### src/rtl/ctrl_pkg.sv
// ctrl_pkg: shared constants and types for the control sequencer.
//   - ALU operation encodings driven on alu_op
//   - instruction opcodes (instr[7:4])
//   - FSM state encoding
//   - B-bus source indices and C-bus write-enable bit positions
package ctrl_pkg;

    // ALU operation select
    localparam logic [2:0] ALU_ADD  = 3'd0;
    localparam logic [2:0] ALU_SUB  = 3'd1;
    localparam logic [2:0] ALU_PASS = 3'd2;
    localparam logic [2:0] ALU_ZER  = 3'd3;
    localparam logic [2:0] ALU_MUL4 = 3'd5;
    localparam logic [2:0] ALU_DIV2 = 3'd6;

    // Opcodes; 11..14 are unassigned and fall through as NOP
    localparam logic [3:0] OP_NOP   = 4'd0;
    localparam logic [3:0] OP_LOAD  = 4'd1;
    localparam logic [3:0] OP_STORE = 4'd2;
    localparam logic [3:0] OP_ADD   = 4'd3;
    localparam logic [3:0] OP_SUB   = 4'd4;
    localparam logic [3:0] OP_MOV   = 4'd5;
    localparam logic [3:0] OP_CLR   = 4'd6;
    localparam logic [3:0] OP_MUL4  = 4'd7;
    localparam logic [3:0] OP_DIV2  = 4'd8;
    localparam logic [3:0] OP_JMP   = 4'd9;
    localparam logic [3:0] OP_JMPNZ = 4'd10;
    localparam logic [3:0] OP_HALT  = 4'd15;

    typedef enum logic [3:0] {
        ST_IDLE,
        ST_FETCH,
        ST_FWAIT,
        ST_DECODE,
        ST_EXEC,
        ST_EXEC2,
        ST_MWAIT,
        ST_WB,
        ST_DONE
    } state_t;

    // B-bus sources above the general registers (0..7 = R0..R7)
    localparam logic [3:0] BSEL_MDR = 4'd8;
    localparam logic [3:0] BSEL_AC  = 4'd9;
    localparam logic [3:0] BSEL_PC  = 4'd10;

    // C-bus write enables (bits 0..7 = R0..R7)
    localparam int CWE_W   = 11;
    localparam int CWE_AC  = 8;
    localparam int CWE_MAR = 9;
    localparam int CWE_MDR = 10;

    // One-hot C-bus write enable for destination index idx
    function automatic logic [CWE_W-1:0] cwe_bit(input int idx);
        return {{(CWE_W-1){1'b0}}, 1'b1} << idx;
    endfunction

endpackage

### src/rtl/ctrl_decode.sv
// ctrl_decode: combinational control-word decoder.
// Inputs : state_i (FSM state), opcode_i / operand_i (latched instruction
//          fields), z_i (saved zero flag), mem_ready_i (memory handshake).
// Outputs: alu_op_o, b_sel_o, c_we_o, pc_inc_o, pc_load_o, ir_load_o,
//          mem_rd_o, mem_wr_o, busy_o, done_o.
module ctrl_decode
    import ctrl_pkg::*;
#(
    parameter int GPR_W = 3
) (
    input  state_t            state_i,
    input  logic [3:0]        opcode_i,
    input  logic [GPR_W-1:0]  operand_i,
    input  logic              z_i,
    input  logic              mem_ready_i,
    output logic [2:0]        alu_op_o,
    output logic [3:0]        b_sel_o,
    output logic [CWE_W-1:0]  c_we_o,
    output logic              pc_inc_o,
    output logic              pc_load_o,
    output logic              ir_load_o,
    output logic              mem_rd_o,
    output logic              mem_wr_o,
    output logic              busy_o,
    output logic              done_o
);

    logic [3:0] rn_bsel;

    assign rn_bsel = 4'(operand_i);

    always_comb begin
        alu_op_o  = ALU_ZER;
        b_sel_o   = 4'd0;
        c_we_o    = '0;
        pc_inc_o  = 1'b0;
        pc_load_o = 1'b0;
        ir_load_o = 1'b0;
        mem_rd_o  = 1'b0;
        mem_wr_o  = 1'b0;
        busy_o    = (state_i != ST_IDLE) && (state_i != ST_DONE);
        done_o    = (state_i == ST_DONE);

        case (state_i)
            ST_FETCH: begin
                alu_op_o = ALU_PASS;
                b_sel_o  = BSEL_PC;
                c_we_o   = cwe_bit(CWE_MAR);
            end
            ST_FWAIT: begin
                // Request held steady; IR capture and PC bump only on completion
                mem_rd_o = 1'b1;
                if (mem_ready_i) begin
                    ir_load_o = 1'b1;
                    pc_inc_o  = 1'b1;
                end
            end
            ST_EXEC: begin
                case (opcode_i)
                    OP_LOAD, OP_STORE: begin
                        alu_op_o = ALU_PASS;
                        b_sel_o  = rn_bsel;
                        c_we_o   = cwe_bit(CWE_MAR);
                    end
                    OP_ADD: begin
                        alu_op_o = ALU_ADD;
                        b_sel_o  = rn_bsel;
                        c_we_o   = cwe_bit(CWE_AC);
                    end
                    OP_SUB: begin
                        alu_op_o = ALU_SUB;
                        b_sel_o  = rn_bsel;
                        c_we_o   = cwe_bit(CWE_AC);
                    end
                    OP_MOV: begin
                        alu_op_o = ALU_PASS;
                        b_sel_o  = BSEL_AC;
                        c_we_o   = cwe_bit(int'(operand_i));
                    end
                    OP_CLR: begin
                        alu_op_o = ALU_ZER;
                        c_we_o   = cwe_bit(CWE_AC);
                    end
                    OP_MUL4: begin
                        alu_op_o = ALU_MUL4;
                        c_we_o   = cwe_bit(CWE_AC);
                    end
                    OP_DIV2: begin
                        alu_op_o = ALU_DIV2;
                        c_we_o   = cwe_bit(CWE_AC);
                    end
                    OP_JMP: begin
                        alu_op_o  = ALU_PASS;
                        b_sel_o   = rn_bsel;
                        pc_load_o = 1'b1;
                    end
                    OP_JMPNZ: begin
                        if (!z_i) begin
                            alu_op_o  = ALU_PASS;
                            b_sel_o   = rn_bsel;
                            pc_load_o = 1'b1;
                        end
                    end
                    default: ;
                endcase
            end
            ST_EXEC2: begin
                alu_op_o = ALU_PASS;
                b_sel_o  = BSEL_AC;
                c_we_o   = cwe_bit(CWE_MDR);
            end
            ST_MWAIT: begin
                // Only LOAD and STORE reach MWAIT
                if (opcode_i == OP_LOAD) begin
                    mem_rd_o = 1'b1;
                end else begin
                    mem_wr_o = 1'b1;
                end
            end
            ST_WB: begin
                alu_op_o = ALU_PASS;
                b_sel_o  = BSEL_MDR;
                c_we_o   = cwe_bit(CWE_AC);
            end
            default: ;
        endcase
    end

endmodule

### src/rtl/control_unit.sv
// control_unit: multi-cycle control sequencer.
// Holds the FSM, the latched opcode/operand and the saved zero flag; the
// control word itself comes from ctrl_decode.
// Ports: clk, rst_n (sync, active-low), start, instr[7:0], mem_ready,
//        flag_z -> alu_op[2:0], b_sel[3:0], c_we[10:0], pc_inc, pc_load,
//        ir_load, mem_rd, mem_wr, busy, done.
module control_unit
    import ctrl_pkg::*;
#(
    parameter int N_GPR = 8
) (
    input  logic        clk,
    input  logic        rst_n,
    input  logic        start,
    input  logic [7:0]  instr,
    input  logic        mem_ready,
    input  logic        flag_z,
    output logic [2:0]  alu_op,
    output logic [3:0]  b_sel,
    output logic [10:0] c_we,
    output logic        pc_inc,
    output logic        pc_load,
    output logic        ir_load,
    output logic        mem_rd,
    output logic        mem_wr,
    output logic        busy,
    output logic        done
);

    localparam int GPR_W = $clog2(N_GPR);

    state_t            state_q, state_d;
    logic [3:0]        opcode_q, opcode_d;
    logic [GPR_W-1:0]  operand_q, operand_d;
    logic              z_q, z_d;

    // Operand bits above the register index are don't-care
    logic unused_instr_bits;
    assign unused_instr_bits = ^instr[3:0];

    always_ff @(posedge clk) begin
        if (!rst_n) begin
            state_q   <= ST_IDLE;
            opcode_q  <= OP_NOP;
            operand_q <= '0;
            z_q       <= 1'b0;
        end else begin
            state_q   <= state_d;
            opcode_q  <= opcode_d;
            operand_q <= operand_d;
            z_q       <= z_d;
        end
    end

    always_comb begin
        state_d   = state_q;
        opcode_d  = opcode_q;
        operand_d = operand_q;
        z_d       = z_q;

        case (state_q)
            ST_IDLE, ST_DONE: begin
                if (start) state_d = ST_FETCH;
            end
            ST_FETCH: state_d = ST_FWAIT;
            ST_FWAIT: begin
                if (mem_ready) state_d = ST_DECODE;
            end
            ST_DECODE: begin
                opcode_d  = instr[7:4];
                operand_d = instr[GPR_W-1:0];
                state_d   = ST_EXEC;
            end
            ST_EXEC: begin
                // Zero flag is only meaningful after SUB, so only SUB saves it
                if (opcode_q == OP_SUB) z_d = flag_z;
                case (opcode_q)
                    OP_LOAD:  state_d = ST_MWAIT;
                    OP_STORE: state_d = ST_EXEC2;
                    OP_HALT:  state_d = ST_DONE;
                    default:  state_d = ST_FETCH;
                endcase
            end
            ST_EXEC2: state_d = ST_MWAIT;
            ST_MWAIT: begin
                if (mem_ready) begin
                    state_d = (opcode_q == OP_LOAD) ? ST_WB : ST_FETCH;
                end
            end
            ST_WB:   state_d = ST_FETCH;
            default: state_d = ST_IDLE;
        endcase
    end

    ctrl_decode #(
        .GPR_W (GPR_W)
    ) u_decode (
        .state_i     (state_q),
        .opcode_i    (opcode_q),
        .operand_i   (operand_q),
        .z_i         (z_q),
        .mem_ready_i (mem_ready),
        .alu_op_o    (alu_op),
        .b_sel_o     (b_sel),
        .c_we_o      (c_we),
        .pc_inc_o    (pc_inc),
        .pc_load_o   (pc_load),
        .ir_load_o   (ir_load),
        .mem_rd_o    (mem_rd),
        .mem_wr_o    (mem_wr),
        .busy_o      (busy),
        .done_o      (done)
    );

endmodule

### config.mk
export PLATFORM = sky130hd
export DESIGN_NAME = control_unit
export DESIGN_NICKNAME = d
export VERILOG_FILES = /design/src/rtl/ctrl_pkg.sv /design/src/rtl/ctrl_decode.sv /design/src/rtl/control_unit.sv
export SDC_FILE = /design/constraint.sdc
export NUM_CORES = 1
export LEC_CHECK = 0
export BUFFER_PORTS_ARGS = -buffer_cell sky130_fd_sc_hd__buf_2
export CAP_MARGIN = 25
export CORE_ASPECT_RATIO = 0.6
export CORE_MARGIN = 2
export CORE_UTILIZATION = 47
export DETAILED_ROUTE_END_ITERATION = 7
export PLACE_DENSITY = 0.76
export SYNTH_ARGS = -nofsm -noshare
export SYNTH_HDL_FRONTEND = slang
export SYNTH_SLANG_ARGS = --single-unit
export TNS_END_PERCENT = 30
### constraint.sdc
create_clock -name clk -period 2.41 [get_ports clk]
set_input_delay 0.6025 -clock clk [delete_from_list [all_inputs] [get_ports clk]]
set_output_delay 0.6025 -clock clk [all_outputs]
set_load 0.03 [all_outputs]
==> out/results.txt, run 1 <==
Worst Hold Class: flop to flop
Combinational family with the most area after synthesis: simple AND/OR/NAND/NOR gates
Max_cap viols: 0
Adder-cell share of the synthesized area: 0%
Worst Skew: 6.476 ps
Max VDD drop: 0.2644 mV
Initial Utilization: 49.48%
Final Non-Filler Cells: 210
Most frequent cells in the layout: buf_2 (30), nor2_1 (19), buf_4 (14), nor2b_1 (10), mux2i_1 (10)
Final hold viol count: 0
Post-synth top area cell: dfxtp_1
I/O Pins: 38
Crit Path Class: flop to output pin
Final WL: 3.226 mm
Nets: 194
Footprint of the multi-input gates: 802.0 µm²
Vias/cell: 5.838
Overall power: 0.8356 mW
Post-Synth Simple-Gate Area: 39.10%
Share of the synthesized area in the top cell type: 22.61%
Synth async-reset ratio: 0%
Outcome: finished, final reports clean
Layout cell share with drive strength beyond 1: 37.78%
RSZ-0062 raised after global routing: yes
Root Driver: clkbuf_8
Later-pin clock latency in the skew report: 250 ps
Die Y-Extent: 40.83 µm
CTS tree: yes
CP Data Arrival Time: 1750 ps
Routed WL per cell: 15.36 µm
DR pass1 iterations: 4
Fill cells: 193
Compound-Gate Fraction of Synth Area: 20.49%
Area grow syn2layout: 34.75%
Detailed-route via count: 1,226
Register area share after synthesis: 22.61%
Hold_ws: 559.3 ps
Commonest non-fill, non-tap cell in the layout: buf_2
GR Util met1: 33.17%
Final antenna-violating net count: 0
Initial antenna violation count: 0
Synth Instances: 143
First-pass GRT wire length: 4.850 mm
YS warnings: 0
Syn Nets: 156
Core Area: 0.002147 mm²
Port Buf Inserts: 36
Clock period minus worst slack: 2348 ps
Inst Count DP: 206
Final Max Tran Viols: 0
Post-DP HPWL: 2.293 mm
Setup TNS: 0 ps
Worst-Margin Slew: 522.8 ps
Synth Cell Area: 0.001062 mm²
M3 GR Usage: 4.670%
Reg2reg start: opcode_q[1]
Largest net degree at the start of global routing: 16
Min-Delay Startpoint: operand_q[2]
Final GP Congestion: 0.8758
Num rows: 13
Ant diodes: 0
Largest cells by area after synthesis: dfxtp_1 (23%), mux2i_1 (9.4%), nor2_1 (7.1%), nor2b_1 (5.9%), nand2b_1 (4.7%)
Reg clk slew, reported paths: 60 ps
H-tree levels: 1
Startpoint Class: flop
Crit-path max FO: 5
TritonCTS buffer count: 3
Worst-case clock buffer depth: 2
Final setup fails: 0
Vias in the first global route: 1,029
GR Layer Usage met2: 42.86%
Ys flop type: dfxtp_1
Yosys cell types: 46
Num Clock Sinks: 12
Postcts setup bufs: 0
Fmax: 425.9 MHz
Endpoint type of the worst setup path: output pin
Busiest grt layer: met2
DRC Markers: 0
Final Util: 66.67%
Flops & latches, synth: 12
GR Overflow Total: 0
Sequential cell area: 255.2 µm²
Post-synth EDFFs: 0
PD cells: 583.8 mW/mm²
Worst EP required: 1810 ps
Die area: 0.002669 mm²
Die W: 65.38 µm
Initial DRC Count: 72
Worst setup startpoint: state_q[1]
Post-Synth XOR/XNOR Area: 0.8245%
Mux share of post-synthesis cell area: 9.423%
Crit share post-route: 97.42%
Relative slew slack: 65.11%
Static leakage: 0.5745 nW
Gr usage total: 25.20%
Syn avg cell area: 7.428 µm²
-- cell families after synthesis --
group | after synthesis
and+or+nand+nor | 73
DFF | 12
muxes | 10
AOI/OAI and AO/OA | 31
buffers and inverters | 16
xor gates and xnor gates | 1
-- layer usage --
| metal | routed length [µm] | part of all wire (%) | vias up |
|---|---|---|---|
| li1 | - | - | 586 |
| met1 | 1396 | 43 | 570 |
| met2 | 1527 | 47 | 62 |
| met3 | 252 | 7.8 | 8 |
| met4 | 49 | 1.5 | 0 |
| met5 | 0 | 0 | - |
-- report_power, final --
part	internal, mW	switching, mW	leakage [nW]
combinational	0.137	0.236	0.445
clock	0.145	0.0849	0.0288
sequential	0.212	0.0201	0.100
total	0.494	0.341	0.575
-- final cells by class --
class	count	area share [%]
Multi-Input combinational cell	115	56.03
Inverter	3	0.7867
Clock buffer	4	3.846
Timing Repair Buffer	46	18.88
Sequential cell	12	17.83
Tap cell	30	2.622
-- critical path, stage by stage, from the launching register on --
cell and delay [ps]:
dfxtp_1 320, or4b_4 610, nor4_4 240, o21bai_1 150
buf_4 180
-- per-stage QoR --
stage | area [µm²] | worst slack (ps)
CTS | 1374 | 2.869
detailed placement | 1292 | 107.4
global placement | 1292 | 151.6
finish | 1431 | 62.11
global route | 1431 | -12.15
floorplan | 1069 | -146.5
-- final timing paths --
path                       end  slack [ps]  depth (start not counted)
setup / recovery       c_we[9]          60                          4
hold / removal    operand_q[2]         560                          2
setup reg to reg    state_q[1]         540                          5
hold reg to reg   operand_q[2]         560                          2
-- cells in the mapped netlist (3+ instances only) --
| library cell | count |
|---|---|
| clkbuf_1 | 9 |
| nand2b_1 | 8 |
| nor2_1 | 20 |
| nor3_1 | 5 |
| dfxtp_1 | 12 |
| o21ai_1 | 3 |
| nor3b_1 | 3 |
| mux2i_1 | 10 |
| a21oi_1 | 8 |
| inv_1 | 3 |
| nand2_1 | 8 |
| nor2b_1 | 10 |
| nand3_1 | 3 |
-- sequential cells by signal, indices dropped and copies added, names as in the netlist --
signal / cells
state_q: 4
z_q: 1
opcode_q: 4
operand_q: 3
-- repair_timing --
action | in CTS | in global routing
gates cloned | 0 | 0
endpoints found under the setup margin | 15 | 17
gates resized for setup | 8 | 18
hold buffers | 0 | 0
endpoints found under the hold margin | 0 | 0
pin swaps | 0 | 3
Power figures use the tool's default switching activity.
==> inputs of run 2 (changes only) <==
--- a/config.mk
+++ b/config.mk
@@ -11,6 +11,7 @@
 export CORE_MARGIN = 2
 export CORE_UTILIZATION = 47
 export DETAILED_ROUTE_END_ITERATION = 7
+export MAX_ROUTING_LAYER = met4
 export PLACE_DENSITY = 0.76
 export SYNTH_ARGS = -nofsm -noshare
 export SYNTH_HDL_FRONTEND = slang
==> constraint.sdc (replaced) <==
create_clock -name clk -period 2.4 [get_ports clk]
set_input_delay 0.6 -clock clk [delete_from_list [all_inputs] [get_ports clk]]
set_output_delay 0.6 -clock clk [all_outputs]
set_load 0.03 [all_outputs]
==> out/results.txt, run 2 (synthesis gave the netlist of run 1 again) <==
Clock period minus worst slack: 2364 ps
RSZ-0062 raised after global routing: yes (unchanged)
TritonCTS buffer count: 3 (unchanged)
GR Overflow Total: 0 (unchanged)
Final setup fails: 0 (unchanged)
Worst-case clock buffer depth: 2 (unchanged)
Static leakage: 0.5716 nW (was 0.5745 nW)
Endpoint type of the worst setup path: output pin (unchanged)
Root Driver: clkbuf_8 (unchanged)
Slowest stage delay, CP: 600 ps (was 610 ps)
Routed WL per cell: 15.33 µm (was 15.36 µm)
Vias in the first global route: 1,038 (was 1,029)
Reg clk slew, reported paths: 60 ps (about the same)
Vias/cell: 5.795 (was 5.838)
PD cells: 568.6 mW/mm² (was 583.8 mW/mm²)
Post-Place Worst Slack: 87.00 ps (was 107.4 ps)
CTS tree: yes (unchanged)
CP max stage cell: or4b_4 (unchanged)
DR pass1 iterations: 4 (unchanged)
Final Util: 65.73% (was 66.67%)
Area grow syn2layout: 32.86% (was 34.75%)
I/O Pins: 38 (unchanged)
Regs by FF count: opcode_q (4), state_q (4), operand_q (3) (unchanged)
Final Max Tran Viols: 0 (unchanged)
Die area: 0.002669 mm² (unchanged)
Outcome: finished, final reports clean (unchanged)
First-pass GRT wire length: 4.843 mm (was 4.850 mm)
Final WL: 3.220 mm (was 3.226 mm)
Gr usage total: 25.67% (was 25.20%)
Worst Hold Class: flop to flop (unchanged)
Die Y-Extent: 40.83 µm (unchanged)
Largest net degree at the start of global routing: 16 (unchanged)
Postcts setup bufs: 0 (unchanged)
Final WS setup: 35.95 ps (was 62.11 ps)
CP Data Arrival Time: 1760 ps (was 1750 ps)
Most frequent cells in the layout: buf_2 (32), nor2_1 (19), buf_4 (15), nor2b_1 (10), mux2i_1 (10) (was buf_2 (30), nor2_1 (19), buf_4 (14), nor2b_1 (10), mux2i_1 (10))
Ant diodes: 0 (unchanged)
Worst Skew: 2.532 ps (was 6.476 ps)
Fmax: 423.0 MHz
Layout cell share with drive strength beyond 1: 37.22% (was 37.78%)
DRC Markers: 0 (unchanged)
Worst EP required: 1800 ps (was 1810 ps)
Initial DRC Count: 119 (was 72)
Nets: 195 (was 194)
Max VDD drop: 0.3587 mV (was 0.2644 mV)
Commonest non-fill, non-tap cell in the layout: buf_2 (unchanged)
Crit Path Class: flop to output pin (unchanged)
Crit-path cells: or4b_4, nor4_4, o21bai_1, buf_4 (unchanged)
Initial antenna violation count: 0 (unchanged)
Crit path buf inv count: 1 (unchanged)
Crit share post-route: 98.50%
Num Clock Sinks: 12 (unchanged)
Startpoint Class: flop (unchanged)
Largest delay share family, worst path: simple AND/OR/NAND/NOR gates (unchanged)
Core Area: 0.002147 mm² (unchanged)
Later-pin clock latency in the skew report: 250 ps (about the same)
Detailed-route via count: 1,217 (was 1,226)
Max_cap viols: 0 (unchanged)
Num rows: 13 (unchanged)
Post-DP HPWL: 2.269 mm (was 2.293 mm)
Final hold viol count: 0 (unchanged)
Final antenna-violating net count: 0 (unchanged)
Crit-path max FO: 5 (unchanged)
H-tree levels: 1 (unchanged)
Initial Utilization: 49.48% (unchanged)
Die W: 65.38 µm (unchanged)
Relative slew slack: 64.88% (was 65.11%)
Final GP Congestion: 0.9034 (was 0.8758)
Worst-Margin Slew: 526.3 ps (was 522.8 ps)
Port Buf Inserts: 36 (unchanged)
==> run 2: cell count changes in the layout (fill, tap and decap cells not counted), moves of 2 or more <==
cell      change
buf_2         +2
dfxtp_2       +2
clkbuf_4      -2
dfxtp_4       -2
==> run 2: metrics by stage <==
step | cell area, µm² | TNS (ps) | hold slack [ps] | total power [mW] | instances
6_report | 1411 | 0 | 569.7 | 0.8025 | 210
5_1_grt | 1411 | -48.98 | 612.3 | 0.8362 | 210
4_1_cts | 1375 | -6.731 | 560.3 | 0.7903 | 210
3_5_place_dp | 1300 | 0 | 551.3 | 0.5845 | 207
3_3_place_gp | 1300 | 0 | 535.5 | 0.5741 | 207
2_1_floorplan | 1069 | -179.3 | 516.9 | 0.4920 | 143
==> run 2: per-layer routing <==
layer  share of wire, %  global-route usage (%)  vias to the layer above  routed length (µm)
met3                9.6                   6.593                       11                 310
met2                 45                   41.07                       75                1446
li1                   -                       -                      584                   -
met5                  0                       -                        -                   0
met1                 43                   31.60                      547                1384
met4                2.4                   11.46                        0                  78
==> run 2: final timing paths <==
kind	cells past startpoint	startpoint	to	slack, ps
max	4	state_q[1]	c_we[9]	40
min	2	operand_q[2]	operand_q[2]	570
max reg2reg	5	opcode_q[1]	state_q[1]	510
min reg2reg	2	operand_q[2]	operand_q[2]	570
==> run 2: worst min-delay path, stage by stage (launching register included) <==
cell     delay (ps)
dfxtp_1         340
mux2i_1         130
nor2b_1          50
==> run 2: what timing repair did <==
action                                 4_1_cts  5_1_grt
setup endpoints to repair                   14       14
endpoints found under the hold margin        0        0
pin swaps                                    0        2
gates resized for setup                     10       10
hold buffers                                 0        0
==> run 2: where the power goes <==
part | leakage, nW | switching (mW) | internal (mW)
Sequential | 0.0998 | 0.0192 | 0.214
Combinational | 0.450 | 0.238 | 0.138
Clock | 0.0216 | 0.0819 | 0.111
==> run 2: layout make-up <==
cell class	count	area (µm²)
clock buffer	3	41.29
inverter	3	11.26
multi-input combinational	115	798.3
fill	197	735.7
sequential	12	250.2
timing repair buffer	47	272.8
tap	30	37.54
==> inputs of run 3 (changes only) <==
--- a/config.mk
+++ b/config.mk
@@ -12,7 +12,7 @@
 export CORE_UTILIZATION = 47
 export DETAILED_ROUTE_END_ITERATION = 7
 export MAX_ROUTING_LAYER = met4
-export PLACE_DENSITY = 0.76
+export PLACE_DENSITY = 0.73
 export SYNTH_ARGS = -nofsm -noshare
 export SYNTH_HDL_FRONTEND = slang
 export SYNTH_SLANG_ARGS = --single-unit
==> constraint.sdc (replaced) <==
create_clock -name clk -period 2.55 [get_ports clk]
set_input_delay 0.6375 -clock clk [delete_from_list [all_inputs] [get_ports clk]]
set_output_delay 0.6375 -clock clk [all_outputs]
set_load 0.03 [all_outputs]
==> out/results.txt, run 3 (synthesis gave the netlist of run 1 again) <==
Crit-path cells: or4b_4, a2111oi_2, a21o_1, buf_2 (was or4b_4, nor4_4, o21bai_1, buf_4)
Relative slew slack: 64.90% (was 64.88%)
Worst Skew: 1.545 ps (was 2.532 ps)
DR pass1 iterations: 4 (unchanged)
Initial antenna violation count: 0 (unchanged)
Reg clk slew, reported paths: 50 ps (was 60 ps)
Nets: 193 (was 195)
Final hold viol count: 0 (unchanged)
Crit Path Class: flop to output pin (unchanged)
Vias in the first global route: 921 (was 1,038)
Final antenna-violating net count: 0 (unchanged)
Later-pin clock latency in the skew report: 240 ps (was 250 ps)
H-tree levels: 1 (unchanged)
CP Data Arrival Time: 1830 ps (was 1760 ps)
Slowest stage delay, CP: 580 ps (was 600 ps)
Worst-case clock buffer depth: 2 (unchanged)
Clock period minus worst slack: 2464 ps
Post-Place Worst Slack: 228.8 ps (was 87.00 ps)
Largest net degree at the start of global routing: 21 (was 16)
Max_cap viols: 0 (unchanged)
Crit share post-route: 96.61%
Fill cells: 218 (was 197)
RSZ-0062 raised after global routing: no (was yes)
Hold buffer count at CTS: 0 (unchanged)
Die area: 0.002669 mm² (unchanged)
M3 GR Usage: 2.473% (was 6.593%)
Layout cell share with drive strength beyond 1: 34.08% (was 37.22%)
Crit path buf inv count: 1 (unchanged)
Num rows: 13 (unchanged)
Endpoint type of the worst setup path: output pin (unchanged)
Clock power share: 26.8% (was 24.1%)
First-pass GRT wire length: 4.222 mm (was 4.843 mm)
Detailed-route via count: 1,179 (was 1,217)
Crit-path max FO: 4 (was 5)
Final Max Tran Viols: 0 (unchanged)
Static leakage: 0.5618 nW (was 0.5716 nW)
Final Util: 63.00% (was 65.73%)
Postcts setup bufs: 0 (unchanged)
Hold_ws: 605.2 ps (was 569.7 ps)
Die Y-Extent: 40.83 µm (unchanged)
CTS tree: yes (unchanged)
Net switching power: 0.2916 mW (was 0.3390 mW)
Final WL: 2.881 mm (was 3.220 mm)
Worst EP required: 1910 ps (was 1800 ps)
Comb power frac: 43.2% (was 46.8%)
Initial Utilization: 49.48% (unchanged)
PD cells: 554.2 mW/mm² (was 568.6 mW/mm²)
Most frequent cells in the layout: buf_2 (36), nor2_1 (20), nor2b_1 (10), mux2i_1 (10) (was buf_2 (32), nor2_1 (19), buf_4 (15), nor2b_1 (10), mux2i_1 (10))
Num Clock Sinks: 12 (unchanged)
Final GP Congestion: 0.8186 (was 0.9034)
Core Area: 0.002147 mm² (unchanged)
Max VDD drop: 0.3785 mV (was 0.3587 mV)
Commonest non-fill, non-tap cell in the layout: buf_2 (unchanged)
Area grow syn2layout: 27.33% (was 32.86%)
GR Util met1: 28.64% (was 31.60%)
Worst Hold Class: flop to flop (unchanged)
Startpoint Class: flop (unchanged)
Die W: 65.38 µm (unchanged)
Gr usage total: 22.13% (was 25.67%)
Ant diodes: 0 (unchanged)
Int Pwr: 0.4581 mW (was 0.4636 mW)
CP max stage cell: or4b_4 (unchanged)
Root Driver: clkbuf_8 (unchanged)
Post-DP HPWL: 2.243 mm (was 2.269 mm)
GR Overflow Total: 0 (unchanged)
Worst-Margin Slew: 522.0 ps (was 526.3 ps)
Outcome: finished, final reports clean (unchanged)
Busiest grt layer: met2 (unchanged)
Initial DRC Count: 68 (was 119)
Sequential Power Share: 30.0% (was 29.1%)
Fmax: 405.9 MHz
Sw frac: 38.90% (was 42.24%)
Port Buf Inserts: 36 (unchanged)
TritonCTS buffer count: 3 (unchanged)
Overall power: 0.7496 mW (was 0.8025 mW)
DRC Markers: 0 (unchanged)
Largest delay share family, worst path: simple AND/OR/NAND/NOR gates (unchanged)
Routed WL per cell: 13.78 µm (was 15.33 µm)
Regs by FF count: opcode_q (4), state_q (4), operand_q (3) (unchanged)
Vias/cell: 5.641 (was 5.795)
I/O Pins: 38 (unchanged)
Final setup fails: 0 (unchanged)
Final WS setup: 86.42 ps (was 35.95 ps)
GR Layer Usage met2: 38.01% (was 41.07%)
## run 3: worst register-to-register path: stages, from the launching register on
cell and delay [ps]:
dfxtp_1 420, or4b_4 630, a21o_1 200, a221o_1 370
o21bai_2 140
## run 3: power by group through the flow
stage / clock, mW / combinational, mW / sequential [mW]
after floorplan: 0 / 0.246 / 0.217
after global placement: 0 / 0.315 / 0.225
after detailed placement: 0 / 0.321 / 0.227
after CTS: 0.205 / 0.322 / 0.224
after global routing: 0.216 / 0.351 / 0.227
final: 0.201 / 0.324 / 0.225
## run 3: repair_timing
action / CTS / global route
setup endpoints to repair: 4 / 11
pin swaps: 0 / 0
resized for setup: 2 / 3
gates cloned: 0 / 0
## run 3: path summary, 6_finish.rpt
path / start / end / slack, ps / cells past startpoint
setup reg to reg: opcode_q[3] / state_q[1] / 730 / 4
hold / removal: z_q / z_q / 610 / 2
hold reg to reg: z_q / z_q / 610 / 2
setup / recovery: state_q[1] / b_sel[0] / 90 / 4
## run 3: metrics by stage
stage                     setup TNS, ps  area (µm²)  std cells
after global routing                  0        1353        209
after detailed placement              0        1285        205
after CTS                             0        1345        209
after floorplan                  -41.46        1069        143
final                                 0        1353        209
after global placement                0        1285        205
## run 3: per-layer routing
| layer | share of wire, % | up-vias |
|---|---|---|
| li1 | - | 580 |
| met1 | 46 | 549 |
| met2 | 47 | 46 |
| met3 | 5.3 | 4 |
| met4 | 0.69 | 0 |
| met5 | 0 | - |
## run 3: layout make-up
type	instances	area (µm²)	share of cell area, %
multi-input cells	115	757.0	55.97
well taps	30	37.54	2.775
repair buffers	45	247.7	18.32
clock buffers	4	55.05	4.070
inverters	3	11.26	0.8326
flip-flops and latches	12	244.0	18.04
